===== src/rtl/parallel_input.sv =====
// parallel_input
// Memory-mapped 32-bit parallel input port occupying a 16-byte window at
// BASEADDR. External pins are synchronized into the clk domain; the live value
// is readable, and rising/falling edges latch sticky write-1-to-clear flags
// that drive a maskable, registered level interrupt.
//
// Register map (select = addr[3:2], addr[1:0] ignored):
//   0x0 DATA  RO   synchronized io (writes complete but have no effect)
//   0x4 RISE  W1C  sticky 0->1 flags
//   0x8 FALL  W1C  sticky 1->0 flags
//   0xC MASK  RW   per-bit interrupt enable, byte-lane writable
//
// Ports:
//   clk, rst         core clock, asynchronous active-high reset
//   addr, wdata      bus byte address and write data
//   wmask            byte-lane write enables
//   ren, wen         one-cycle read / write strobes
//   rdata, ready     read data and one-cycle completion pulse (1 cycle later)
//   active           combinational window decode of addr
//   io               asynchronous external pins
//   irq              level interrupt: |((RISE | FALL) & MASK)
module parallel_input #(
  parameter logic [31:0] BASEADDR    = 32'h8000_0000,
  parameter int          SYNC_STAGES = 2
) (
  input  logic        clk,
  input  logic        rst,
  input  logic [31:0] addr,
  input  logic [31:0] wdata,
  input  logic [3:0]  wmask,
  input  logic        ren,
  input  logic        wen,
  output logic [31:0] rdata,
  output logic        ready,
  output logic        active,
  input  logic [31:0] io,
  output logic        irq
);

  // Priming length covers the synchronizer plus the prev register, so pins
  // that are already high when reset releases never look like edges.
  localparam int                PRIME_W    = 3;
  localparam logic [PRIME_W-1:0] PRIME_LOAD = PRIME_W'(SYNC_STAGES + 1);

  typedef enum logic [1:0] {
    REG_DATA = 2'd0,
    REG_RISE = 2'd1,
    REG_FALL = 2'd2,
    REG_MASK = 2'd3
  } reg_sel_e;

  logic [31:0]        sync_r [SYNC_STAGES];
  logic [31:0]        prev_r;
  logic [PRIME_W-1:0] prime_cnt_r;
  logic [31:0]        rise_r;
  logic [31:0]        fall_r;
  logic [31:0]        mask_r;
  logic [31:0]        rdata_r;
  logic               ready_r;
  logic               irq_r;

  logic [31:0] sync_s;
  logic [31:0] lane_s;
  logic        acc_s;
  logic        wr_s;
  logic        rd_s;
  reg_sel_e    sel_s;
  logic [31:0] rise_edge_s;
  logic [31:0] fall_edge_s;
  logic [31:0] clr_rise_s;
  logic [31:0] clr_fall_s;
  logic [31:0] rise_next_s;
  logic [31:0] fall_next_s;
  logic [31:0] mask_next_s;
  logic [31:0] rd_val_s;

  assign sync_s = sync_r[SYNC_STAGES-1];

  // Window decode, lane expansion, register select and next-state logic.
  always_comb begin
    // 33-bit compare so a window touching the top of the map cannot wrap.
    active = ({1'b0, addr} >= {1'b0, BASEADDR}) &&
             ({1'b0, addr} <  ({1'b0, BASEADDR} + 33'd16));
    sel_s  = reg_sel_e'(addr[3:2]);
    acc_s  = (ren | wen) & active;
    wr_s   = wen & active;
    rd_s   = ren & active;
    lane_s = {{8{wmask[3]}}, {8{wmask[2]}}, {8{wmask[1]}}, {8{wmask[0]}}};

    if (prime_cnt_r == {PRIME_W{1'b0}}) begin
      rise_edge_s = sync_s & ~prev_r;
      fall_edge_s = ~sync_s & prev_r;
    end else begin
      rise_edge_s = 32'd0;
      fall_edge_s = 32'd0;
    end

    if (wr_s && (sel_s == REG_RISE)) begin
      clr_rise_s = wdata & lane_s;
    end else begin
      clr_rise_s = 32'd0;
    end

    if (wr_s && (sel_s == REG_FALL)) begin
      clr_fall_s = wdata & lane_s;
    end else begin
      clr_fall_s = 32'd0;
    end

    // Edge is ORed in after the clear so a coincident edge wins.
    rise_next_s = (rise_r & ~clr_rise_s) | rise_edge_s;
    fall_next_s = (fall_r & ~clr_fall_s) | fall_edge_s;

    if (wr_s && (sel_s == REG_MASK)) begin
      mask_next_s = (mask_r & ~lane_s) | (wdata & lane_s);
    end else begin
      mask_next_s = mask_r;
    end

    case (sel_s)
      REG_DATA: rd_val_s = sync_s;
      REG_RISE: rd_val_s = rise_r;
      REG_FALL: rd_val_s = fall_r;
      REG_MASK: rd_val_s = mask_r;
      default:  rd_val_s = 32'd0;
    endcase
  end

  // Pin synchronizer chain.
  always_ff @(posedge clk or posedge rst) begin
    if (rst) begin
      for (int i = 0; i < SYNC_STAGES; i++) begin
        sync_r[i] <= 32'd0;
      end
    end else begin
      sync_r[0] <= io;
      for (int i = 1; i < SYNC_STAGES; i++) begin
        sync_r[i] <= sync_r[i-1];
      end
    end
  end

  // Previous synchronized value and post-reset edge-suppression counter.
  always_ff @(posedge clk or posedge rst) begin
    if (rst) begin
      prev_r      <= 32'd0;
      prime_cnt_r <= PRIME_LOAD;
    end else begin
      prev_r <= sync_s;
      if (prime_cnt_r != {PRIME_W{1'b0}}) begin
        prime_cnt_r <= prime_cnt_r - {{(PRIME_W-1){1'b0}}, 1'b1};
      end else begin
        prime_cnt_r <= prime_cnt_r;
      end
    end
  end

  // Edge flag, mask and interrupt registers.
  always_ff @(posedge clk or posedge rst) begin
    if (rst) begin
      rise_r <= 32'd0;
      fall_r <= 32'd0;
      mask_r <= 32'd0;
      irq_r  <= 1'b0;
    end else begin
      rise_r <= rise_next_s;
      fall_r <= fall_next_s;
      mask_r <= mask_next_s;
      irq_r  <= |((rise_r | fall_r) & mask_r);
    end
  end

  // Bus response: data sampled before any same-cycle write takes effect.
  always_ff @(posedge clk or posedge rst) begin
    if (rst) begin
      ready_r <= 1'b0;
      rdata_r <= 32'd0;
    end else begin
      ready_r <= acc_s;
      if (rd_s) begin
        rdata_r <= rd_val_s;
      end else begin
        rdata_r <= 32'd0;
      end
    end
  end

  assign rdata = rdata_r;
  assign ready = ready_r;
  assign irq   = irq_r;

endmodule


===== config.mk =====
export PLATFORM = sky130hd
export DESIGN_NAME = parallel_input
export DESIGN_NICKNAME = d
export VERILOG_FILES = /design/src/rtl/parallel_input.sv
export SDC_FILE = /design/constraint.sdc
export NUM_CORES = 1
export LEC_CHECK = 0
export CORE_ASPECT_RATIO = 1.2
export CORE_MARGIN = 8
export CORE_UTILIZATION = 54
export CTS_CLUSTER_DIAMETER = 200
export DETAILED_ROUTE_END_ITERATION = 10
export GPL_TIMING_DRIVEN = 0
export PLACE_DENSITY = 0.85
export SLEW_MARGIN = 40
export SYNTH_ARGS = -nofsm -noshare
export SYNTH_HDL_FRONTEND = slang
export SYNTH_SLANG_ARGS = --single-unit

===== constraint.sdc =====
create_clock -name clk -period 8.8 [get_ports clk]
set_input_delay 1.32 -clock clk [delete_from_list [all_inputs] [get_ports clk]]
set_output_delay 1.32 -clock clk [all_outputs]
set_load 0.05 [all_outputs]

Word level (Yosys, flattened, before mapping)
Index checks and enable logic that the tools add are counted.
{"block": "totals", "regBits": 229, "inputBits": 104, "output_inout_bits": 35, "word_cells": 50}
{"block": "classes", "addsub": 1, "magnitude_cmp": 2, "eq_ne": 3, "muxes": 6, "n_bitwise": 20, "reduce_logical": 8}
{"op": "$and A32 B32 Y32", "count": 7}
{"op": "$mux W32", "count": 5}
{"op": "$not A32 Y32", "count": 5}
{"op": "$or A32 B32 Y32", "count": 4}
{"op": "$pmux W32 S4", "count": 1}
{"op": "$ge A32 B32 Y1 const B", "count": 1}
{"op": "$lt A32 B32 Y1 const B", "count": 1}
{"op": "$reduce_or A32 Y1", "count": 1}
{"op": "$eq A2 B2 Y1 const B", "count": 2}
{"op": "$logic_and A1 B1 Y1", "count": 4}
{"op": "$and A1 B1 Y1", "count": 3}
{"op": "$logic_not A3 Y1", "count": 1}
{"op": "$reduce_bool A3 Y1", "count": 1}
{"op": "$sub A3 B1 Y3 const B", "count": 1}
{"op": "$eq A2 B1 Y1 const B", "count": 1}
{"op": "$logic_not A2 Y1", "count": 1}
{"op": "$or A1 B1 Y1", "count": 1}

Logic depth before layout (Yosys ltp)
{"block": "logic_depth", "word_depth": 8, "mapped_depth": 6, "mapped_depth_nobuf": 5}

Worst setup path after synthesis
Ideal clock, no wire load.
{"block": "synth_path", "path_type": "input to output", "startpoint": "in addr[15]", "endpoint": "out active", "arrival_ps": 2635, "required_time_ps": 7480, "setup_slack_ps": 4845, "stages": 3, "n_path_buf": 0, "cell_sequence": "nor4_2 -> nand3_2 -> nor2_1"}
{"block": "synth_between", "elab_chain_cells": 2, "elab_cells_between_ends": 3, "cone_classes": "order compare: 2; reduce/logical: 1"}
{"item": "start: declaration", "line": "28", "source": "input logic [31:0] addr,"}
{"item": "$ge A32 B32 Y1 / $lt A32 B32 Y1 (equally long branches)", "line": "82, 83"}
{"item": "$logic_and A1 B1 Y1 *", "line": "82", "source": "active = ({1'b0, addr} >= {1'b0, BASEADDR}) &&"}
{"item": "end: declaration", "line": "35", "source": "output logic active,"}
Mark *: on every way between the ends. The rest lies on a longest branch, timed or not.

Worst setup path in the final report
{"block": "layout_path", "startpoint": "in addr[13]", "endpoint": "out active"}
Same word-level chain as after synthesis.

==> impl_metrics.toml <==
[run_status]
outcome = "complete, no violations"

[timing]
finalHoldViolCount = 0
fin_setup_tns_ns = 0
period_share = 0.547
min_period_ns = 4.82
setup_viol = 0
rsz0062_at_grt = "false"
slew_headroom = 0.458
max_freq_mhz = 208
skew_ns = 0.0122
slew_violations = 0
tightest_slew_ns = 0.807

[critical_path]
required_ns = 7.48
cp_num_buf_inv = 2
cp_slowest_cell = "clkdlybuf4s50_1"
crit_chain = "clkdlybuf4s50_1, nor4_4, nand4_4, nor2_1, clkdlybuf4s50_1"
cp-startpoint = "addr[13]"
end_kind = "output pin"
start_kind = "primary input"
cp.arrival_ns = 3.50
crit_type = "primary input to output pin"
worstReg2RegStart = "prime_cnt_r[0]"
crit_fanout = 5
cp_common_cell = "clkdlybuf4s50_1"
cpPeakStageDelay_ns = 0.86
cp_top_family = "buffers and inverters"

[synthesis]
synth_flop_cell = "dfrtp_1"
syn_inst = 636
synth_top_cell_by_area = "dfrtp_1"
synth_cell_types = 30
synth.cell_area_mm2 = 0.00927
synth_enable_flop_cells = 0
synth.yosys.seq_area_share = 0.619
netlist.area_leader.share = 0.613
ys_top_cells_by_area = "dfrtp_1, nor2b_1, mux4_2"
synth-async-reset-ratio = 1.00
yosysWarnings = 0
synth_nets = 742
synth.avg_cell_area_um2 = 14.6
ys_seq_elements = 229

[place]
dp_hpwl_um = 16800
portBuffers = 133
place_congestion = 0.841

[global_route]
grt_use_total = 0.222
grt_max_degree = 85
grt_pass1_vias = 6873
gr-total-overflow = 0
antenna_found_initial = 1
grt_pass1_wl_um = 37800

[clocking]
cts_buffers = 23
clkLatencyLatePin_ns = 0.51
cts.clk_slew.worst_paths_ns = 0.06
post_cts_buffers = 0
clk_path_buf_depth = 3
cts_hold_buf = 0
post_cts.resized_instances = 0
cts_root_buffer = "clkbuf_16"
cts_sinks = 229
htree_levels = 1
cts_tree = "yes"

[die]
start_util = 0.550
core_area_mm2 = 0.0169
dieArea_mm2 = 0.0216
ios = 139
fp-row-count = 52
die_h_um = 160
die_x_um = 136

[cells_and_area]
syn2layout_area_growth_pct = 26.1
layout-drive-gt1-share = 0.152
fin_nets = 903
multi_input_area_mm2 = 0.00341
finalCoreUtilization = 0.694
regArea_mm2 = 0.00573
nFillCells = 1103
n_antenna_cell = 0

[worst_hold_path]
hp-class = "register to register"
hp-start = "sync_r[36]"

[flow_run]
maxCapViolCount = 0

[drt]
drc = 0
drt_iter0_markers = 552
viasPerCell = 6.05
first_pass_iters = 5
drt-total-wl_um = 23900
routedWlPerCell_um = 23.2
ant_nets = 0
via_count = 6235

[power_and_ir_drop]
irDropWorstVdd_v = 0.000154
power_mw = 2.19
p_leak_nw = 4.69
power.density_mw_per_mm2 = 188
-- layer usage --
metal	part of all wire	track usage	up-vias
met1	0.38	0.264	3204
met5	0.00067	0	-
li1	-	-	2664
met4	0.040	0.109	2
met3	0.079	0.0546	69
met2	0.50	0.366	296
-- cell usage after synthesis (7+ instances only) --
cell and instances:
clkbuf_1 16, nand2_1 8, nor2b_1 154, mux2_4 8, a221o_1 60, dfrtp_1 227
mux2_2 25, nor4_4 7, inv_1 11, mux4_2 32, o21ai_0 36, nand4_1 16
-- cell usage in the layout, fill, tap and decap left out, types with 7 or more instances in the layout --
master           instances
a221o_1                 60
o21ai_0                 36
nand4_1                 16
dfrtp_1                227
clkbuf_16               23
mux4_2                  32
mux2_2                  25
mux2_4                   8
clkbuf_1                24
inv_1                   10
nor2b_1                154
clkdlybuf4s50_1        133
nor4_4                   7
nand2_1                  8
-- layout make-up --
cell class	instances	share of cell area
Buffer	21	0.00728
Inverter	11	0.00418
Clock buffer	34	0.0553
Timing Repair Buffer	136	0.119
Multi-Input combinational cell	375	0.292
Tap cell	216	0.0231
Sequential cell	229	0.491
Clock inverter	8	0.00856
-- worst reg2reg max path: cells and delay by family (launching register included) --
kind	cells	cell delay, ns
buf+inv	3	1.29
flops	1	0.38
compound gates	1	0.29
simple gates	1	0.24
fa+ha+maj	1	0.17
-- worst paths after layout --
path | end | slack (ns) | cells after the start
hold / removal | sync_s[4] | 0.35 | 0
setup / recovery | active | 3.98 | 5
max in group asynchronous | sync_s[17] | 6.78 | 3
setup reg to reg | fall_r[24] | 6.36 | 6
min in group asynchronous | sync_r[62] | 1.25 | 2
hold reg to reg | sync_s[4] | 0.35 | 0
-- kinds of logic (layout without fill, tap and decap cells) --
group                    after synthesis  after routing  synth area share
multiplexers                          66             66             0.122
flip-flops                           229            229             0.619
AND/OR/NAND/NOR                      205            205             0.153
AO/OA/AOI/OAI                        101            101            0.0888
XOR/XNOR                               1              1          0.000945
adder cells (fa/ha/maj)                2              2           0.00270
buffers and inverters                 32            210            0.0135
-- where the power goes --
group | internal [mW] | switching, mW | total [mW]
Clock | 0.570 | 0.396 | 0.966
Combinational | 0.0779 | 0.0608 | 0.139
Sequential | 1.08 | 0.0148 | 1.09
Total | 1.72 | 0.472 | 2.19
-- through the flow --
stage               setup WS (ns)  area (µm²)  hold WS [ns]  std cells
floorplan                    1.21        9270         0.331        636
global placement           -0.913       10900         0.332        985
detailed placement           3.96       10900         0.335        987
CTS                          3.94       11700         0.347       1029
global route                 3.89       11700         0.355       1030
finish                       3.98       11700         0.347       1030
No activity file was read; power rests on OpenSTA's default activity.
